--- src/rtl/spi_drv_arbiter_if.sv ---
// Requester and spi_drv side bundle of the shared SPI arbiter.
// slave: arbiter view, master: requesters plus spi_drv view.
interface spi_drv_arbiter_if #(
  parameter int NUM_REQ    = 4,
  parameter int SPI_MAXLEN = 32
);
  localparam int NW = $clog2(SPI_MAXLEN) + 1;

  logic [NUM_REQ-1:0]            req_valid;
  logic [NUM_REQ-1:0]            req_ready;
  logic [NUM_REQ*NW-1:0]         req_n_clks;
  logic [NUM_REQ*SPI_MAXLEN-1:0] req_tx_data;
  logic [NUM_REQ-1:0]            rsp_valid;
  logic [SPI_MAXLEN-1:0]         rsp_data;
  logic                          rsp_err;
  logic                          start_cmd;
  logic                          spi_drv_rdy;
  logic [NW-1:0]                 n_clks;
  logic [SPI_MAXLEN-1:0]         tx_data;
  logic [SPI_MAXLEN-1:0]         rx_miso;
  logic [NUM_REQ-1:0]            cs_n;
  logic                          busy;

  modport slave (
    input  req_valid, req_n_clks, req_tx_data,
    input  spi_drv_rdy, rx_miso,
    output req_ready, rsp_valid, rsp_data, rsp_err,
    output start_cmd, n_clks, tx_data, cs_n, busy
  );

  modport master (
    output req_valid, req_n_clks, req_tx_data,
    output spi_drv_rdy, rx_miso,
    input  req_ready, rsp_valid, rsp_data, rsp_err,
    input  start_cmd, n_clks, tx_data, cs_n, busy
  );
endinterface

--- src/rtl/spi_drv_arbiter.sv ---
// Round-robin sharing of one spi_drv master among NUM_REQ requesters,
// with per-requester chip select and setup/hold guard times.
module spi_drv_arbiter #(
  parameter int NUM_REQ     = 4,
  parameter int SPI_MAXLEN  = 32,
  parameter int CS_SETUP    = 2,
  parameter int CS_HOLD     = 2,
  parameter int ACK_TIMEOUT = 16
) (
  input logic              clk,
  input logic              sresetn,
  spi_drv_arbiter_if.slave bus
);

  localparam int NW = $clog2(SPI_MAXLEN) + 1;
  localparam int IW = (NUM_REQ > 1) ? $clog2(NUM_REQ) : 1;
  localparam int M1 = (CS_SETUP > CS_HOLD) ? CS_SETUP : CS_HOLD;
  localparam int CM = (M1 > ACK_TIMEOUT) ? M1 : ACK_TIMEOUT;
  localparam int CW = $clog2(CM + 1);

  typedef enum logic [2:0] {
    S_IDLE,
    S_GRANT,
    S_SETUP,
    S_START,
    S_BUSY,
    S_HOLD,
    S_RESP
  } state_e;

  state_e                state_q, state_d;
  logic [IW-1:0]         ptr_q, ptr_d;
  logic [IW-1:0]         gnt_q, gnt_d;
  logic [CW-1:0]         cnt_q, cnt_d;
  logic                  err_q, err_d;
  logic [NUM_REQ-1:0]    req_ready_q, req_ready_d;
  logic [NUM_REQ-1:0]    rsp_valid_q, rsp_valid_d;
  logic [SPI_MAXLEN-1:0] rsp_data_q, rsp_data_d;
  logic                  rsp_err_q, rsp_err_d;
  logic                  start_cmd_q, start_cmd_d;
  logic [NW-1:0]         n_clks_q, n_clks_d;
  logic [SPI_MAXLEN-1:0] tx_data_q, tx_data_d;
  logic [NUM_REQ-1:0]    cs_n_q, cs_n_d;
  logic                  busy_q, busy_d;

  logic [NW-1:0]         n_arr  [NUM_REQ];
  logic [SPI_MAXLEN-1:0] tx_arr [NUM_REQ];
  logic [IW-1:0]         pick;
  logic [IW-1:0]         idx;
  logic                  found;

  always_comb begin
    for (int i = 0; i < NUM_REQ; i++) begin
      n_arr[i]  = bus.req_n_clks[i*NW +: NW];
      tx_arr[i] = bus.req_tx_data[i*SPI_MAXLEN +: SPI_MAXLEN];
    end
  end

  // search starts one past the last owner
  always_comb begin
    pick  = '0;
    idx   = '0;
    found = 1'b0;
    for (int k = 1; k <= NUM_REQ; k++) begin
      idx = IW'((int'(ptr_q) + k) % NUM_REQ);
      if (!found && bus.req_valid[idx]) begin
        found = 1'b1;
        pick  = idx;
      end
    end
  end

  always_comb begin
    state_d     = state_q;
    ptr_d       = ptr_q;
    gnt_d       = gnt_q;
    cnt_d       = cnt_q;
    err_d       = err_q;
    req_ready_d = '0;
    rsp_valid_d = '0;
    rsp_data_d  = rsp_data_q;
    rsp_err_d   = 1'b0;
    start_cmd_d = start_cmd_q;
    n_clks_d    = n_clks_q;
    tx_data_d   = tx_data_q;
    cs_n_d      = cs_n_q;
    unique case (state_q)
      S_IDLE: begin
        if (found && bus.spi_drv_rdy) begin
          req_ready_d[pick] = 1'b1;
          gnt_d     = pick;
          ptr_d     = pick;
          n_clks_d  = n_arr[pick];
          tx_data_d = tx_arr[pick];
          state_d   = S_GRANT;
        end
      end
      S_GRANT: begin
        if (n_clks_q == '0 ||
            n_clks_q > NW'(SPI_MAXLEN)) begin
          rsp_valid_d[gnt_q] = 1'b1;
          rsp_err_d  = 1'b1;
          rsp_data_d = '0;
          state_d    = S_RESP;
        end else begin
          cs_n_d[gnt_q] = 1'b0;
          cnt_d   = '0;
          state_d = S_SETUP;
        end
      end
      S_SETUP: begin
        if (cnt_q == CW'(CS_SETUP - 1)) begin
          start_cmd_d = 1'b1;
          cnt_d   = '0;
          state_d = S_START;
        end else begin
          cnt_d = cnt_q + CW'(1);
        end
      end
      S_START: begin
        if (!bus.spi_drv_rdy) begin
          start_cmd_d = 1'b0;
          state_d = S_BUSY;
        end else if (cnt_q == CW'(ACK_TIMEOUT - 1)) begin
          start_cmd_d = 1'b0;
          err_d   = 1'b1;
          cnt_d   = '0;
          state_d = S_HOLD;
        end else begin
          cnt_d = cnt_q + CW'(1);
        end
      end
      S_BUSY: begin
        if (bus.spi_drv_rdy) begin
          rsp_data_d = bus.rx_miso;
          cnt_d   = '0;
          state_d = S_HOLD;
        end
      end
      S_HOLD: begin
        if (cnt_q == CW'(CS_HOLD - 1)) begin
          cs_n_d = '1;
          rsp_valid_d[gnt_q] = 1'b1;
          rsp_err_d = err_q;
          if (err_q) rsp_data_d = '0;
          err_d   = 1'b0;
          state_d = S_RESP;
        end else begin
          cnt_d = cnt_q + CW'(1);
        end
      end
      S_RESP: state_d = S_IDLE;
      default: state_d = S_IDLE;
    endcase
    busy_d = (state_d != S_IDLE);
  end

  always_ff @(posedge clk or negedge sresetn) begin
    if (!sresetn) begin
      state_q     <= S_IDLE;
      ptr_q       <= IW'(NUM_REQ - 1);
      gnt_q       <= '0;
      cnt_q       <= '0;
      err_q       <= 1'b0;
      req_ready_q <= '0;
      rsp_valid_q <= '0;
      rsp_data_q  <= '0;
      rsp_err_q   <= 1'b0;
      start_cmd_q <= 1'b0;
      n_clks_q    <= '0;
      tx_data_q   <= '0;
      cs_n_q      <= '1;
      busy_q      <= 1'b0;
    end else begin
      state_q     <= state_d;
      ptr_q       <= ptr_d;
      gnt_q       <= gnt_d;
      cnt_q       <= cnt_d;
      err_q       <= err_d;
      req_ready_q <= req_ready_d;
      rsp_valid_q <= rsp_valid_d;
      rsp_data_q  <= rsp_data_d;
      rsp_err_q   <= rsp_err_d;
      start_cmd_q <= start_cmd_d;
      n_clks_q    <= n_clks_d;
      tx_data_q   <= tx_data_d;
      cs_n_q      <= cs_n_d;
      busy_q      <= busy_d;
    end
  end

  assign bus.req_ready = req_ready_q;
  assign bus.rsp_valid = rsp_valid_q;
  assign bus.rsp_data  = rsp_data_q;
  assign bus.rsp_err   = rsp_err_q;
  assign bus.start_cmd = start_cmd_q;
  assign bus.n_clks    = n_clks_q;
  assign bus.tx_data   = tx_data_q;
  assign bus.cs_n      = cs_n_q;
  assign bus.busy      = busy_q;

endmodule

--- src/flat_wrapper.sv ---
// flat-port wrapper written by rule: the top's interface ports become plain ports
module spi_drv_arbiter_flat 
#(
  parameter int NUM_REQ     = 4,
  parameter int SPI_MAXLEN  = 32,
  parameter int CS_SETUP    = 2,
  parameter int CS_HOLD     = 2,
  parameter int ACK_TIMEOUT = 16
)
  (clk, sresetn, bus_req_valid, bus_req_n_clks, bus_req_tx_data, bus_spi_drv_rdy, bus_rx_miso, bus_req_ready, bus_rsp_valid, bus_rsp_data, bus_rsp_err, bus_start_cmd, bus_n_clks, bus_tx_data, bus_cs_n, bus_busy);
  spi_drv_arbiter_if #(.NUM_REQ(NUM_REQ), .SPI_MAXLEN(SPI_MAXLEN)) bus_i ();
  input logic clk;
  input logic sresetn;
  input wire logic [$bits(bus_i.req_valid)-1:0] bus_req_valid;
  input wire logic [$bits(bus_i.req_n_clks)-1:0] bus_req_n_clks;
  input wire logic [$bits(bus_i.req_tx_data)-1:0] bus_req_tx_data;
  input wire logic [$bits(bus_i.spi_drv_rdy)-1:0] bus_spi_drv_rdy;
  input wire logic [$bits(bus_i.rx_miso)-1:0] bus_rx_miso;
  output wire logic [$bits(bus_i.req_ready)-1:0] bus_req_ready;
  output wire logic [$bits(bus_i.rsp_valid)-1:0] bus_rsp_valid;
  output wire logic [$bits(bus_i.rsp_data)-1:0] bus_rsp_data;
  output wire logic [$bits(bus_i.rsp_err)-1:0] bus_rsp_err;
  output wire logic [$bits(bus_i.start_cmd)-1:0] bus_start_cmd;
  output wire logic [$bits(bus_i.n_clks)-1:0] bus_n_clks;
  output wire logic [$bits(bus_i.tx_data)-1:0] bus_tx_data;
  output wire logic [$bits(bus_i.cs_n)-1:0] bus_cs_n;
  output wire logic [$bits(bus_i.busy)-1:0] bus_busy;
  assign bus_i.req_valid = bus_req_valid;
  assign bus_i.req_n_clks = bus_req_n_clks;
  assign bus_i.req_tx_data = bus_req_tx_data;
  assign bus_i.spi_drv_rdy = bus_spi_drv_rdy;
  assign bus_i.rx_miso = bus_rx_miso;
  assign bus_req_ready = bus_i.req_ready;
  assign bus_rsp_valid = bus_i.rsp_valid;
  assign bus_rsp_data = bus_i.rsp_data;
  assign bus_rsp_err = bus_i.rsp_err;
  assign bus_start_cmd = bus_i.start_cmd;
  assign bus_n_clks = bus_i.n_clks;
  assign bus_tx_data = bus_i.tx_data;
  assign bus_cs_n = bus_i.cs_n;
  assign bus_busy = bus_i.busy;
  spi_drv_arbiter #(.NUM_REQ(NUM_REQ), .SPI_MAXLEN(SPI_MAXLEN), .CS_SETUP(CS_SETUP), .CS_HOLD(CS_HOLD), .ACK_TIMEOUT(ACK_TIMEOUT)) u_core (.clk(clk), .sresetn(sresetn), .bus(bus_i));
endmodule
--- config.mk ---
export PLATFORM = sky130hd
export DESIGN_NAME = spi_drv_arbiter_flat
export DESIGN_NICKNAME = d
export VERILOG_FILES = /design/src/rtl/spi_drv_arbiter_if.sv /design/src/rtl/spi_drv_arbiter.sv /design/src/flat_wrapper.sv
export SDC_FILE = /design/constraint.sdc
export NUM_CORES = 1
export LEC_CHECK = 0
export CAP_MARGIN = 30
export CORE_MARGIN = 5
export CORE_UTILIZATION = 30
export DETAILED_ROUTE_END_ITERATION = 16
export GPL_ROUTABILITY_DRIVEN = 0
export PLACE_DENSITY = 0.71
export REMOVE_ABC_BUFFERS = 1
export SLEW_MARGIN = 20
export SYNTH_ARGS = -nofsm -noshare
export SYNTH_HDL_FRONTEND = slang
export SYNTH_SLANG_ARGS = --single-unit
--- constraint.sdc ---
create_clock -name clk -period 6.45 [get_ports clk]
set_clock_uncertainty 0.2 [all_clocks]
set_input_delay 1.29 -clock clk [delete_from_list [all_inputs] [get_ports clk]]
set_output_delay 1.29 -clock clk [all_outputs]
set_load 0.1 [all_outputs]
# Word-level counts from Yosys, hierarchy flattened
# Cells that the tools add are included.
[op_classes] mux=65 n_reduce_logical=24 n_bitwise=3 eq_ne=17 magnitude_cmp=10 n_addsub=5
[op_table] operator="two-way mux 32 bit" n=6
[op_table] operator="case mux 32 bit (3 select lines)" n=1
[op_table] operator="binary-select mux 32 bit (select 2 bit)" n=1
[op_table] operator="two-way mux 5 bit" n=6
[op_table] operator="case mux 5 bit (5 select lines)" n=1
[op_table] operator="two-way mux 4 bit" n=6
[op_table] operator="two-way mux 3 bit" n=7
[op_table] operator="less-than comparator 2 x 3 -> 1 bit, second input constant" n=6
[op_table] operator="two-way mux 1 bit" n=18
[op_table] operator="case mux 3 bit (6 select lines)" n=1
[op_table] operator="case mux 4 bit (2 select lines)" n=2
[op_table] operator="binary-select mux 6 bit (select 2 bit)" n=1
[op_table] operator="two-way mux 6 bit" n=2
[op_table] operator="inequality test 2 x 1 -> 1 bit, second input constant" n=5
[op_table] operator="AND reduction 5 bit" n=2
[op_table] operator="binary-select mux 1 bit (select 2 bit)" n=4
[op_table] operator="two-way mux 2 bit" n=4
[op_table] operator="inequality test 2 bit, second input constant" n=4
[op_table] operator="== test 3 x 2 -> 1 bit, second input constant" n=2
[op_table] operator="== test 3 bit, second input constant" n=2
[op_table] operator="greater-than comparator 6 bit, second input constant" n=1
[op_table] operator="logical AND 1 bit" n=6
[op_table] operator="logical NOT 6 bit" n=1
[op_table] operator="case mux 1 bit (2 select lines)" n=3
[op_table] operator="22 further kinds" n=32
[totals] in_bits=191 elab_cells=138 reg_bits=98

# Depth between registers and ports, before layout
[logic_depth] word_depth=19 ltp_mapped=9 depth_no_buf=9

# Worst setup path before layout
# Ideal clock, no wire load.
[synth_path] kind="input to register" start="input bus_req_valid[3]" end="register u_core.tx_data_q[11] (netlist: u_core.bus.tx_data[11])" path_buffers=2 slack_ps=3483 required_ps=6117 arrival_ps=2633 setup_ps=133 cell_stages=6 cell_sequence="or4_1 and2_1 buf_2 nand2_1 buf_2 o211ai_1"
[synth_via] elab_chain_len=16 word_cells_on_any_way=28 cone_classes="19 x mux; 1 x bitwise; 8 x reduce/logical"
[synth_rtl] element="start, declared" line="flat_wrapper.sv:14" text="input wire logic [$bits(bus_i.req_valid)-1:0] bus_req_valid;"
[synth_rtl] element="binary-select mux 1 bit (select 2 bit)" line="spi_drv_arbiter.sv:66" text="if (!found && bus.req_valid[idx]) begin"
[synth_rtl] element="two-way mux 1 bit (not written as such)" line="spi_drv_arbiter.sv:66"
[synth_rtl] element="two-way mux 1 bit" line="spi_drv_arbiter.sv:66"
[synth_rtl] element="logical NOT 1 bit" line="spi_drv_arbiter.sv:66"
[synth_rtl] element="logical AND 1 bit" line="spi_drv_arbiter.sv:66"
[synth_rtl] element="two-way mux 1 bit" line="spi_drv_arbiter.sv:66"
[synth_rtl] element="logical NOT 1 bit" line="spi_drv_arbiter.sv:66"
[synth_rtl] element="logical AND 1 bit" line="spi_drv_arbiter.sv:66"
[synth_rtl] element="two-way mux 1 bit" line="spi_drv_arbiter.sv:66"
[synth_rtl] element="logical NOT 1 bit" line="spi_drv_arbiter.sv:66"
[synth_rtl] element="logical AND 1 bit" line="spi_drv_arbiter.sv:66"
[synth_rtl] element="two-way mux 2 bit" line="spi_drv_arbiter.sv:66"
[synth_rtl] element="inverter 2 -> 3 bit (not written as such)" line="spi_drv_arbiter.sv:94" text="tx_data_d = tx_arr[pick];"
[synth_rtl] element="binary-select mux 32 bit (select 2 bit)" line="spi_drv_arbiter.sv:94"
[synth_rtl] element="two-way mux 32 bit (not written as such) (2 in series)" line="spi_drv_arbiter.sv:94"
[synth_rtl] element="end signal, assigned" line="spi_drv_arbiter.sv:186" text="tx_data_q <= tx_data_d;"
[synth_rtl] element="end, declared" line="spi_drv_arbiter.sv:42" text="logic [SPI_MAXLEN-1:0] tx_data_q, tx_data_d;"
# Several ways; a longest one is shown, not always the timed one. The select of a mux whose other input is x is not followed.
# A chain may end at the register's enable or synchronous reset.

# Worst setup path in the final report
[layout_path] start="input bus_req_valid[2]" end="register u_core.tx_data_q[3] (netlist: u_core.bus.tx_data[3])"
# The elaborated chain is that of the path after synthesis.

==> results_dict.tcl <==
set metrics [dict create \
    ctsHoldBuffers 0 \
    finalNetCount 1010 \
    rsz0062_at_grt "false" \
    cp_data_arrival_time_ns 4.17 \
    setup_viol 0 \
    synthArstFlopShare_pct 100 \
    synthCells 554 \
    ir_worst_vdd_v 0.000270 \
    critPathSlowestCell "and3_2" \
    fin_crit_sh_pct 64.3 \
    cts_buffer_depth 2 \
    grt_remaining_overflow 0 \
    synthesis.yosys.warnings 0 \
    r2r_cells 6 \
    std_cell_rows 48 \
    hold_viol_final 0 \
    path_max_fanout 28 \
    core_mm2 0.0171 \
    crit_chain "clkdlybuf4s50_1 > nand2b_1 > a21o_1 > and3_2 > buf_4 > mux2i_1 > o211ai_1" \
    initial_core_util_pct 30.3 \
    cp.required_ns 6.47 \
    worst_setup_path_start_kind "input port" \
    grt_pass1_wl_mm 27.4 \
    clock_sinks 98 \
    post_cts_resized 0 \
    path_class "input port to flop" \
    cts_buffers 9 \
    firstDrtPassIters 6 \
    wl_per_cell_um 17.1 \
    die-area_mm2 0.0200 \
    cts_root_buf "clkbuf_16" \
    synth_cell_types 52 \
    die_h_um 141 \
    totalWireLength_mm 17.8 \
    status "finished clean" \
    grt_max_degree 65 \
    synth_area_mm2 0.00518 \
    die_w_um 141 \
    whs_path_depth 2 \
    drc_errors 0 \
    max_stage_delay_ns 0.91 \
    syn_to_final_growth_pct 64.4 \
    tns_ns 0 \
    clk_latency_ns 0.34 \
    slew_viol_final 0 \
    synth-main-ff-cell "dfrtp_1" \
    fmax_ghz 0.241 \
    layout-drive-gt1-share_pct 5.86 \
    synth_edf_count 0 \
    final_cell_mix "274 x clkdlybuf4s50_1, 102 x nand2_1, 92 x dfrtp_1" \
    grt_usage_pct 17.3 \
    hold_path_class "flop to flop" \
    io_buffer_count 275 \
    max_cap_viol_count 0 \
    ant_nets 0 \
    antenna_found_initial 0 \
    n_antenna_cell 0 \
    grt_pass1_vias 5157 \
    final_common_cell "clkdlybuf4s50_1" \
    drt_iter0_drc 223 \
    via_per_inst 4.90 \
    io-pin-count 276 \
    p_leak_uw 0.00342 \
    place_hpwl_mm 13.6 \
    cts_tree "yes" \
    cp-end-kind "flop" \
    synth_seq_cells 98 \
    placed_cell_area_mm2 0.00825 \
    final_area_mm2 0.00852 \
    clk_pin_slew_ns 0.07 \
    period_minus_slack_ns 4.15 \
    slew_headroom_pct 30.6 \
    powerDensity_mw_per_mm2 558 \
    htreeDepth 3 \
    post-cts-setup-buffer-count 0 \
    synth.avg_cell_area_um2 9.36 \
    worstMarginPinSlew_ns 1.04 \
    ys_seq_area_share_pct 47.4 \
    num_vias 5113 \
]
[routing by layer]
metal / wire (um) / up-vias / global-route usage, %
met5: 0 / - / 0
met4: 368 / 0 / 5.35
met3: 1700 / 24 / 6.40
met2: 8900 / 213 / 30.3
met1: 6860 / 2349 / 19.8
li1: - / 2527 / -
[metrics by stage]
stage | instances | util, % | total power [uW] | setup WS [ns] | hold slack (ns)
detailed placement | 1028 | 48.2 | 4290 | 1.76 | 0.271
floorplan | 515 | - | 3370 | 2.30 | 0.271
finish | 1044 | 49.8 | 4760 | 2.30 | 0.279
global placement | 1022 | 47.5 | 4220 | 1.81 | 0.262
global route | 1044 | 49.8 | 5010 | 2.17 | 0.293
CTS | 1043 | 49.7 | 4800 | 2.10 | 0.286
[final cells by class]
cell class	count	area, um^2
timing repair buffer	289	2940
tap	225	282
fill	1587	8590
clock inverter	5	32.5
sequential	98	2460
clock buffer	10	229
inverter	12	45.0
multi-input combinational	405	2540
[path summary, 6_finish.rpt]
| kind | start | endpoint | slack, ns |
|---|---|---|---|
| setup / recovery | bus_req_valid[2] | u_core.bus.tx_data[3]$_DFFE_PN0P_ | 2.30 |
| hold / removal | u_core.bus.rsp_data[22]$_DFFE_PN0P_ | u_core.bus.rsp_data[22]$_DFFE_PN0P_ | 0.28 |
| hold reg to reg | u_core.bus.rsp_data[22]$_DFFE_PN0P_ | u_core.bus.rsp_data[22]$_DFFE_PN0P_ | 0.28 |
| max in group asynchronous | sresetn | u_core.ptr_q[1]$_DFFE_PN1P_ | 4.40 |
| min in group asynchronous | sresetn | u_core.bus.tx_data[27]$_DFFE_PN0P_ | 0.60 |
| setup reg to reg | u_core.ptr_q[0]$_DFFE_PN1P_ | u_core.bus.tx_data[3]$_DFFE_PN0P_ | 3.30 |
[power breakdown]
group	leakage [uW]	internal (uW)	switching, uW
combinational	0.00205	865	2340
clock	0.000132	259	235
sequential	0.00124	877	179
[sequential cells by signal (all words and copies together) (netlist names), 2 cells and up]
signal	count
u_core.gnt_q	2
u_core.ptr_q	2
u_core.bus.rsp_valid	4
u_core.state_q	3
u_core.cnt_q	5
u_core.bus.n_clks	6
u_core.bus.cs_n	4
u_core.bus.rsp_data	32
u_core.bus.tx_data	32
u_core.bus.req_ready	4
[cell families (layout without fill, tap and decap cells)]
logic type / count (synthesis) / after routing / share of synthesized area (%)
AOI/OAI and AO/OA: 157 / 157 / 20.4
adders and majority gates: 4 / 4 / 0.965
buffers and inverters: 51 / 316 / 4.27
DFF: 98 / 98 / 47.4
muxes: 41 / 41 / 7.99
and+or+nand+nor: 203 / 203 / 19.0
[cell usage after synthesis, types with 6 or more instances]
cell,n,area (um^2)
nor2_1,29,109
a211oi_1,28,210
and4_1,14,123
and2_1,25,156
buf_2,10,50.1
dfstp_2,6,158
o21ai_0,37,185
a31oi_1,26,163
inv_1,12,45.0
a21oi_1,15,75.1
dfrtp_1,92,2300
mux2i_1,38,380
nor3_1,6,30.0
clkbuf_1,20,75.1
nand2_1,102,383
nand2b_1,7,43.8
o211ai_1,26,195
[critical path, delay by kind of cell]
family,cells,cell delay (ns)
AO/OA/AOI/OAI,2,0.58
buffers and inverters,2,0.96
multiplexers,1,0.27
AND/OR/NAND/NOR,2,1.05
Power figures use the tool's default switching activity.
